<file path="config.mk">
export PLATFORM = sky130hd
export DESIGN_NAME = hdr_frame_sequencer
export DESIGN_NICKNAME = d
export VERILOG_FILES = /design/src/rtl/hdr_frame_sequencer.sv
export SDC_FILE = /design/constraint.sdc
export NUM_CORES = 1
export LEC_CHECK = 0
export CAP_MARGIN = 20
export CORE_MARGIN = 10
export CORE_UTILIZATION = 45
export CTS_BUF_LIST = sky130_fd_sc_hd__clkbuf_4 sky130_fd_sc_hd__clkbuf_8
export CTS_CLUSTER_DIAMETER = 40
export DETAILED_ROUTE_END_ITERATION = 8
export GPL_ROUTABILITY_DRIVEN = 0
export PLACE_DENSITY = 0.76
export SLEW_MARGIN = 10
export SYNTH_ARGS = -nofsm -noshare
export SYNTH_HDL_FRONTEND = slang
export SYNTH_SLANG_ARGS = --single-unit
</file>
<file path="constraint.sdc">
create_clock -name i_fseq_clk -period 2.64 [get_ports i_fseq_clk]
set_input_delay 0.528 -clock i_fseq_clk [delete_from_list [all_inputs] [get_ports i_fseq_clk]]
set_output_delay 0.528 -clock i_fseq_clk [all_outputs]
set_load 0.1 [all_outputs]
</file>
<file path="src/rtl/hdr_frame_sequencer.sv">
// Owns one HDR-DDR transfer: word count from the command, per-word bit counter, optional CRC phase, done/abort pulses.
// Latency: start -> LOAD -> FRAME (2 cycles); no backpressure, counters advance only on tick and hold otherwise.
module hdr_frame_sequencer #(
    parameter int WORD_BITS = 20,
    parameter int CRC_BITS  = 10,
    parameter int CNT_W     = 17
) (
    input  logic             i_fseq_clk,
    input  logic             i_fseq_rst,
    input  logic             i_fseq_start,
    input  logic             i_fseq_abort,
    input  logic             i_fseq_tick,
    input  logic             i_regf_CMD_ATTR,
    input  logic [15:0]      i_regf_DATA_LEN,
    input  logic [2:0]       i_regf_DTT,
    input  logic             i_direct_broadcast_n,
    output logic             o_fseq_busy,
    output logic [4:0]       o_fseq_bit_count,
    output logic [CNT_W-1:0] o_fseq_words_left,
    output logic             o_fseq_word_strobe,
    output logic             o_fseq_last_frame,
    output logic             o_fseq_crc_phase,
    output logic             o_fseq_done,
    output logic             o_fseq_aborted
);

    typedef enum logic [2:0] {
        ST_IDLE,
        ST_LOAD,
        ST_FRAME,
        ST_CRC,
        ST_DONE
    } state_t;

    state_t           state_q, state_d;
    logic [4:0]       bit_cnt_q, bit_cnt_d;
    logic [CNT_W-1:0] words_q, words_d, load_words;
    logic             aborted_q, aborted_d;
    logic             word_end, crc_end;

    assign word_end = i_fseq_tick && (bit_cnt_q == 5'(WORD_BITS - 1));
    assign crc_end  = i_fseq_tick && (bit_cnt_q == 5'(CRC_BITS - 1));

    // Direct CCCs carry extra framing words; DTT 5..7 alias DTT 0..2.
    always_comb begin
        load_words = '0;
        if (i_regf_CMD_ATTR) begin
            case (i_regf_DTT)
                3'd0, 3'd5: load_words = CNT_W'(1);
                3'd1, 3'd6: load_words = i_direct_broadcast_n ? CNT_W'(6) : CNT_W'(2);
                3'd2, 3'd7: load_words = i_direct_broadcast_n ? CNT_W'(7) : CNT_W'(3);
                3'd3:       load_words = i_direct_broadcast_n ? CNT_W'(8) : CNT_W'(4);
                default:    load_words = i_direct_broadcast_n ? CNT_W'(9) : CNT_W'(5);
            endcase
        end else begin
            load_words = CNT_W'(i_regf_DATA_LEN)
                       + (i_direct_broadcast_n ? CNT_W'(5) : CNT_W'(1));
        end
    end

    always_comb begin
        state_d            = state_q;
        bit_cnt_d          = bit_cnt_q;
        words_d            = words_q;
        aborted_d          = 1'b0;
        o_fseq_word_strobe = 1'b0;
        o_fseq_done        = 1'b0;
        if (state_q != ST_IDLE && i_fseq_abort) begin
            state_d   = ST_IDLE;
            bit_cnt_d = '0;
            words_d   = '0;
            aborted_d = 1'b1;
        end else begin
            case (state_q)
                ST_IDLE: begin
                    if (i_fseq_start && !i_fseq_abort) state_d = ST_LOAD;
                end
                ST_LOAD: begin
                    words_d   = load_words;
                    bit_cnt_d = '0;
                    state_d   = ST_FRAME;
                end
                ST_FRAME: begin
                    if (word_end) begin
                        bit_cnt_d          = '0;
                        words_d            = words_q - CNT_W'(1);
                        o_fseq_word_strobe = 1'b1;
                        if (words_q == CNT_W'(1)) state_d = (CRC_BITS > 0) ? ST_CRC : ST_DONE;
                    end else if (i_fseq_tick) begin
                        bit_cnt_d = bit_cnt_q + 5'd1;
                    end
                end
                ST_CRC: begin
                    if (crc_end) begin
                        bit_cnt_d = '0;
                        state_d   = ST_DONE;
                    end else if (i_fseq_tick) begin
                        bit_cnt_d = bit_cnt_q + 5'd1;
                    end
                end
                ST_DONE: begin
                    o_fseq_done = 1'b1;
                    bit_cnt_d   = '0;
                    words_d     = '0;
                    state_d     = ST_IDLE;
                end
                default: state_d = ST_IDLE;
            endcase
        end
    end

    always_ff @(posedge i_fseq_clk) begin
        if (i_fseq_rst) begin
            state_q   <= ST_IDLE;
            bit_cnt_q <= '0;
            words_q   <= '0;
            aborted_q <= 1'b0;
        end else begin
            state_q   <= state_d;
            bit_cnt_q <= bit_cnt_d;
            words_q   <= words_d;
            aborted_q <= aborted_d;
        end
    end

    assign o_fseq_busy       = (state_q != ST_IDLE);
    assign o_fseq_bit_count  = bit_cnt_q;
    assign o_fseq_words_left = words_q;
    assign o_fseq_last_frame = (state_q == ST_FRAME) && (words_q == CNT_W'(1));
    assign o_fseq_crc_phase  = (state_q == ST_CRC);
    assign o_fseq_aborted    = aborted_q;

endmodule
</file>
# Word-level counts from Yosys, hierarchy flattened
# Index checks and enable logic that the tools add are counted.
# totals
word_cells	66
register_bits	26
out_inout_bits	28
input_bits	26
# classes
muxes	24
addsub	3
n_reduce_logical	18
n_eq_ne	17
# ops
op	n
17-bit one-hot mux with 3 select lines	1
17-bit 2-to-1 mux	2
3-bit 2-to-1 mux	7
16-bit by 3-bit adder with 17-bit output	1
17-bit by 1-bit == test with 1-bit output (second input constant)	1
17-bit by 1-bit subtractor with 17-bit output (second input constant)	1
4-bit one-hot mux with 4 select lines	1
5-bit 2-to-1 mux	3
5-bit one-hot mux with 3 select lines	1
3-bit by 2-bit == test with 1-bit output (second input constant)	4
3-bit == test (second input constant)	4
3-bit one-hot mux with 4 select lines	1
2-bit OR reduction	5
3-bit nonzero test	3
4-bit 2-to-1 mux	2
3-bit by 1-bit == test with 1-bit output (second input constant)	2
3-bit logical NOT	2
1-bit 2-to-1 mux	6
2-bit inequality test (second input constant)	3
5-bit by 1-bit adder with 5-bit output (second input constant)	1
5-bit by 4-bit == test with 1-bit output (second input constant)	1
5-bit == test (second input constant)	1
1-bit logical AND	5
4-bit AND reduction	1
3 further kinds	3

# Logic depth before layout (Yosys ltp)
# logic_depth
word_depth	5
depth_mapped	7

# Least setup slack after synthesis
# OpenSTA, ideal clock, no wires.
# synth_path
kind	flip-flop to output port
from	register state_q[1]
to	output o_fseq_done
arrival_time_ns	3.720
setup_slack_ns	-1.608
path_stages_with_launch	3
n_path_buf	1
cell_sequence	dfxtp_1 -> clkbuf_1 -> nor4b_1
# synth_via
elab_chain_len	3
word_cells_on_any_way	5
classes_between	eq/ne (1); mux (2); reduce/logical (2)
# synth_lines
element	line_no	rtl
start, declared	35	state_t state_q, state_d;
start signal, assigned	119	state_q <= state_d;
3-bit == test / 3-bit nonzero test (equally long branches)	74, 68	
1-bit 2-to-1 mux / 1-bit logical AND (equally long branches)	74, 68	
1-bit 2-to-1 mux (*)	68	if (state_q != ST_IDLE && i_fseq_abort) begin
end, declared	23	output logic o_fseq_done,
# Every way passes the cells marked *; elsewhere a longest branch is shown, timed or not.

# Worst setup path in the final report
# layout_path
from	register words_q[14] (netlist: o_fseq_words_left[14])
to	output o_fseq_last_frame
# layout_via
elab_chain_len	2
# layout_lines
element	line_no	rtl
start, declared	37	logic [CNT_W-1:0] words_q, words_d, load_words;
start signal, assigned	121	words_q <= words_d;
17-bit by 1-bit == test with 1-bit output	129	assign o_fseq_last_frame = (state_q == ST_FRAME) && (words_q == CNT_W'(1));
1-bit logical AND	129	
end, declared	21	output logic o_fseq_last_frame,
# Every way passes these cells.

==> key figures <==
Critical path
  • R2R depth: 6
  • Worst path cell trace: or4_4 -> nor4_4 -> nand4_1 -> nor2_4 -> buf_12
  • Crit Reg-Reg Startpoint: o_fseq_words_left[8]
  • Worst Path Buf+Inv: 1
  • Stages on the worst setup path: 5
  • End of the critical path: o_fseq_last_frame
  • Critical Path End Type: output pin
  • Reg2Reg Setup Slack: 0.41 ns
  • Startpoint types: flop
  • CP required: 2.11 ns
  • Setup crit start: o_fseq_words_left[14]
  • Cell family with most CP delay: simple AND/OR/NAND/NOR gates
  • End of the worst register-to-register path: o_fseq_words_left[16]
  • Critical path type: reg2out
  • Critical path peak fanout: 5
  • CP max-delay cell: or4_4
  • Crit-path max cell delay: 0.56 ns
  • Critical Path AT: 2.07 ns

STA
  • Tcrit/Tclk final: 0.983
  • Max Clk Rate: 385 MHz
  • Final hold violations: 0
  • Slew margin rel.: 0.583
  • Min Tclk post-route: 2.60 ns
  • Final hold slack: 0.512 ns
  • Final setup violation count: 0
  • Clock Skew: 0.00779 ns
  • RSZ-0062 raised after global routing: true
  • Tightest Pin Transition: 0.623 ns
  • Slew Limit Fails: 0

Clock network
  • Clock root cell: clkbuf_8
  • H-tree depth: 1
  • CTS Buf Count: 3
  • Clock transition at path regs: 0.10 ns
  • Max clock buf depth: 2
  • CTS tree: done
  • Clk_lat worst skew: 0.28 ns
  • Clock sink total: 26

Logic synthesis
  • Number of flops mapped to enable cells by yosys: 0
  • Commonest register cell after synthesis: dfxtp_1
  • Post-synthesis instance area: 1970 µm²
  • Area fraction of the dominant cell type after synthesis: 0.264
  • Ranking of synthesized cells by area: dfxtp_1, nor2_1, o21ai_0
  • Register bit total from synthesis: 26
  • Cell count after synthesis: 267
  • Cell taking the most area after synthesis: dfxtp_1
  • Yosys warns: 0
  • Syn Nets: 299
  • Synthesized area per cell: 7.37 µm²
  • Sequential area share after synthesis: 0.264
  • Yosys cell types: 53
  • Ys async rst share: 0

Route
  • Vias per cell: 6.04
  • DRC Markers: 0
  • Pre-antenna DRT Iters: 4
  • Via count: 2321
  • Drt total wl: 6200 µm
  • ANT nets after route: 0
  • Routed wire length per instance: 16.2 µm
  • Initial DRC Count: 171

Pwr
  • Pwr Density: 481 nW/µm²
  • Sequential share of power: 0.326
  • Clock network fraction of total power: 0.248
  • Design Power: 1.35 mW
  • Combinational power share: 0.427
  • Switching Share: 0.394
  • P_leak: 1.06 nW
  • Peak supply drop: 298 µV
  • Int Pwr: 0.816 mW
  • Switching power: 0.532 mW

Flow run
  • Max-cap violation count: 0

Cells and area
  • Proportion of layout cells with a drive suffix above 1: 0.228
  • Register area: 536 µm²
  • Area of the multi-input gates: 1430 µm²
  • Area delta synth->final: 42.3%
  • NumNets Final: 367
  • Antenna Cells: 0
  • Fillers: 354

Global routing
  • GRT Overall Usage: 0.158
  • Global-route wire length before repair: 10100 µm
  • GRT overflow: 0
  • Initial antenna violation count: 0
  • Pin count of the biggest net entering global routing: 21
  • Vias in the first global route: 2152

Floorplanning
  • Die area: 7420 µm²
  • Die Width: 86.1 µm
  • I/O pin cnt: 54
  • Core box area: 4120 µm²
  • Cell Rows: 23
  • Initial core utilization: 0.478
  • Die Y: 86.1 µm

Worst hold path
  • Hold crit path type: reg2reg

Run status
  • Outcome: finished, final reports clean

Place
  • Hpwl dp: 4830 µm
  • I/O Buffers: 53
-- repair_timing --
item                                    CTS  global route
setup buffers                             0             2
gates resized for setup                   2             2
hold buffers                              0             0
pin swaps                                 1             4
endpoints found under the setup margin    1             1
-- worst min-delay path by stage --
stage | start | endpoint | slack (ns) | depth (start not counted)
6_report | o_fseq_words_left[10] | o_fseq_words_left[10] | 0.51 | 2
5_1_grt | o_fseq_words_left[11] | o_fseq_words_left[11] | 0.52 | 1
4_1_cts | o_fseq_words_left[9] | o_fseq_words_left[9] | 0.51 | 2
3_5_place_dp | o_fseq_words_left[12] | o_fseq_words_left[12] | 0.49 | 2
3_3_place_gp | o_fseq_words_left[12] | o_fseq_words_left[12] | 0.49 | 2
2_1_floorplan | i_fseq_rst | o_fseq_aborted | 0.60 | 1
-- worst min-delay path: stages (launching register included) --
cell and delay [ns]:
dfxtp_2 0.34, o21ai_0 0.07, a21oi_1 0.07
-- cells by family (layout without fill, tap and decap cells) --
kind of cell               count (synthesis)  after routing  synth area share
AOI/OAI and AO/OA                         82             82             0.263
xor gates and xnor gates                  16             16            0.0712
adders and majority gates                  6              6            0.0381
buffers and inverters                     19             86            0.0369
DFF                                       26             26             0.264
muxes                                      3              3            0.0159
and+or+nand+nor                          115            115             0.310
-- power by group through the flow --
| stage | Clock, mW | Sequential [mW] | Combinational [mW] |
|---|---|---|---|
| final | 0.334 | 0.439 | 0.575 |
| after global routing | 0.354 | 0.442 | 0.616 |
| after CTS | 0.338 | 0.439 | 0.559 |
| after detailed placement | 0 | 0.448 | 0.550 |
| after global placement | 0 | 0.446 | 0.545 |
| after floorplan | 0 | 0.559 | 0.262 |
-- placed cells by master, fill, tap and decap left out, drive strengths merged, types with 8 or more instances in the layout --
| master | Yosys | layout |
|---|---|---|
| a21oi | 21 | 21 |
| a31oi | 9 | 9 |
| buf | 2 | 50 |
| clkdlybuf4s50 | 0 | 25 |
| dfxtp | 26 | 26 |
| nand2 | 21 | 21 |
| nand2b | 8 | 8 |
| nand4 | 8 | 8 |
| nor2 | 33 | 33 |
| nor3 | 10 | 10 |
| nor4 | 8 | 8 |
| o21ai | 25 | 25 |
| xor2 | 10 | 10 |
-- routing by layer --
layer,share of wire,vias to the layer above,routed length (µm),track usage
met5,0,-,0,0
met4,0.0098,0,61,0.0389
li1,-,1143,-,-
met2,0.47,85,2910,0.264
met3,0.071,6,442,0.0322
met1,0.45,1087,2790,0.200
-- sequential cells by signal, summed over array words and instances, names as in the netlist --
signal / count
o_fseq_words_left: 17
o_fseq_bit_count: 5
state_q: 3
o_fseq_aborted: 1
-- metrics by stage --
step / std cells / cell area (µm²) / worst slack (ns) / TNS (ns) / util
floorplan: 267 / 2020 / 0.000413 / 0 / -
global placement: 378 / 2690 / 0.0700 / 0 / 0.655
detailed placement: 378 / 2690 / 0.0381 / 0 / 0.655
CTS: 382 / 2780 / 0.0325 / 0 / 0.676
global route: 384 / 2800 / -0.0287 / -0.0287 / 0.681
finish: 384 / 2800 / 0.0447 / 0 / 0.681
-- cells in the mapped netlist, types with 2 or more instances --
| master | number |
|---|---|
| or4_1 | 6 |
| nand4b_1 | 2 |
| nor3_1 | 10 |
| nor3b_1 | 2 |
| a32oi_1 | 2 |
| o31ai_1 | 2 |
| clkbuf_1 | 10 |
| o2111ai_1 | 2 |
| a31oi_1 | 9 |
| nor4_1 | 7 |
| dfxtp_1 | 26 |
| xor2_1 | 10 |
| nand2b_1 | 8 |
| xnor2_1 | 6 |
| or3_1 | 5 |
| mux2i_1 | 2 |
| a21oi_1 | 21 |
| nor2_1 | 33 |
| nand4_1 | 8 |
| a211oi_1 | 2 |
| nor4b_1 | 2 |
| and2_1 | 2 |
| o21ai_0 | 24 |
| o21a_1 | 2 |
| ha_1 | 6 |
| nand2_1 | 21 |
| o21bai_1 | 2 |
| inv_1 | 7 |
| a32o_1 | 2 |
| o221ai_1 | 2 |
| nor2b_1 | 2 |
-- layout make-up --
type	count	share of cell area
Tap cell	50	0.0223
Multi-Input combinational cell	222	0.510
Inverter	7	0.00938
Clock inverter	1	0.0107
Timing Repair Buffer	75	0.241
Clock buffer	3	0.0147
Sequential cell	26	0.191
(Power assumes the default switching activity.)
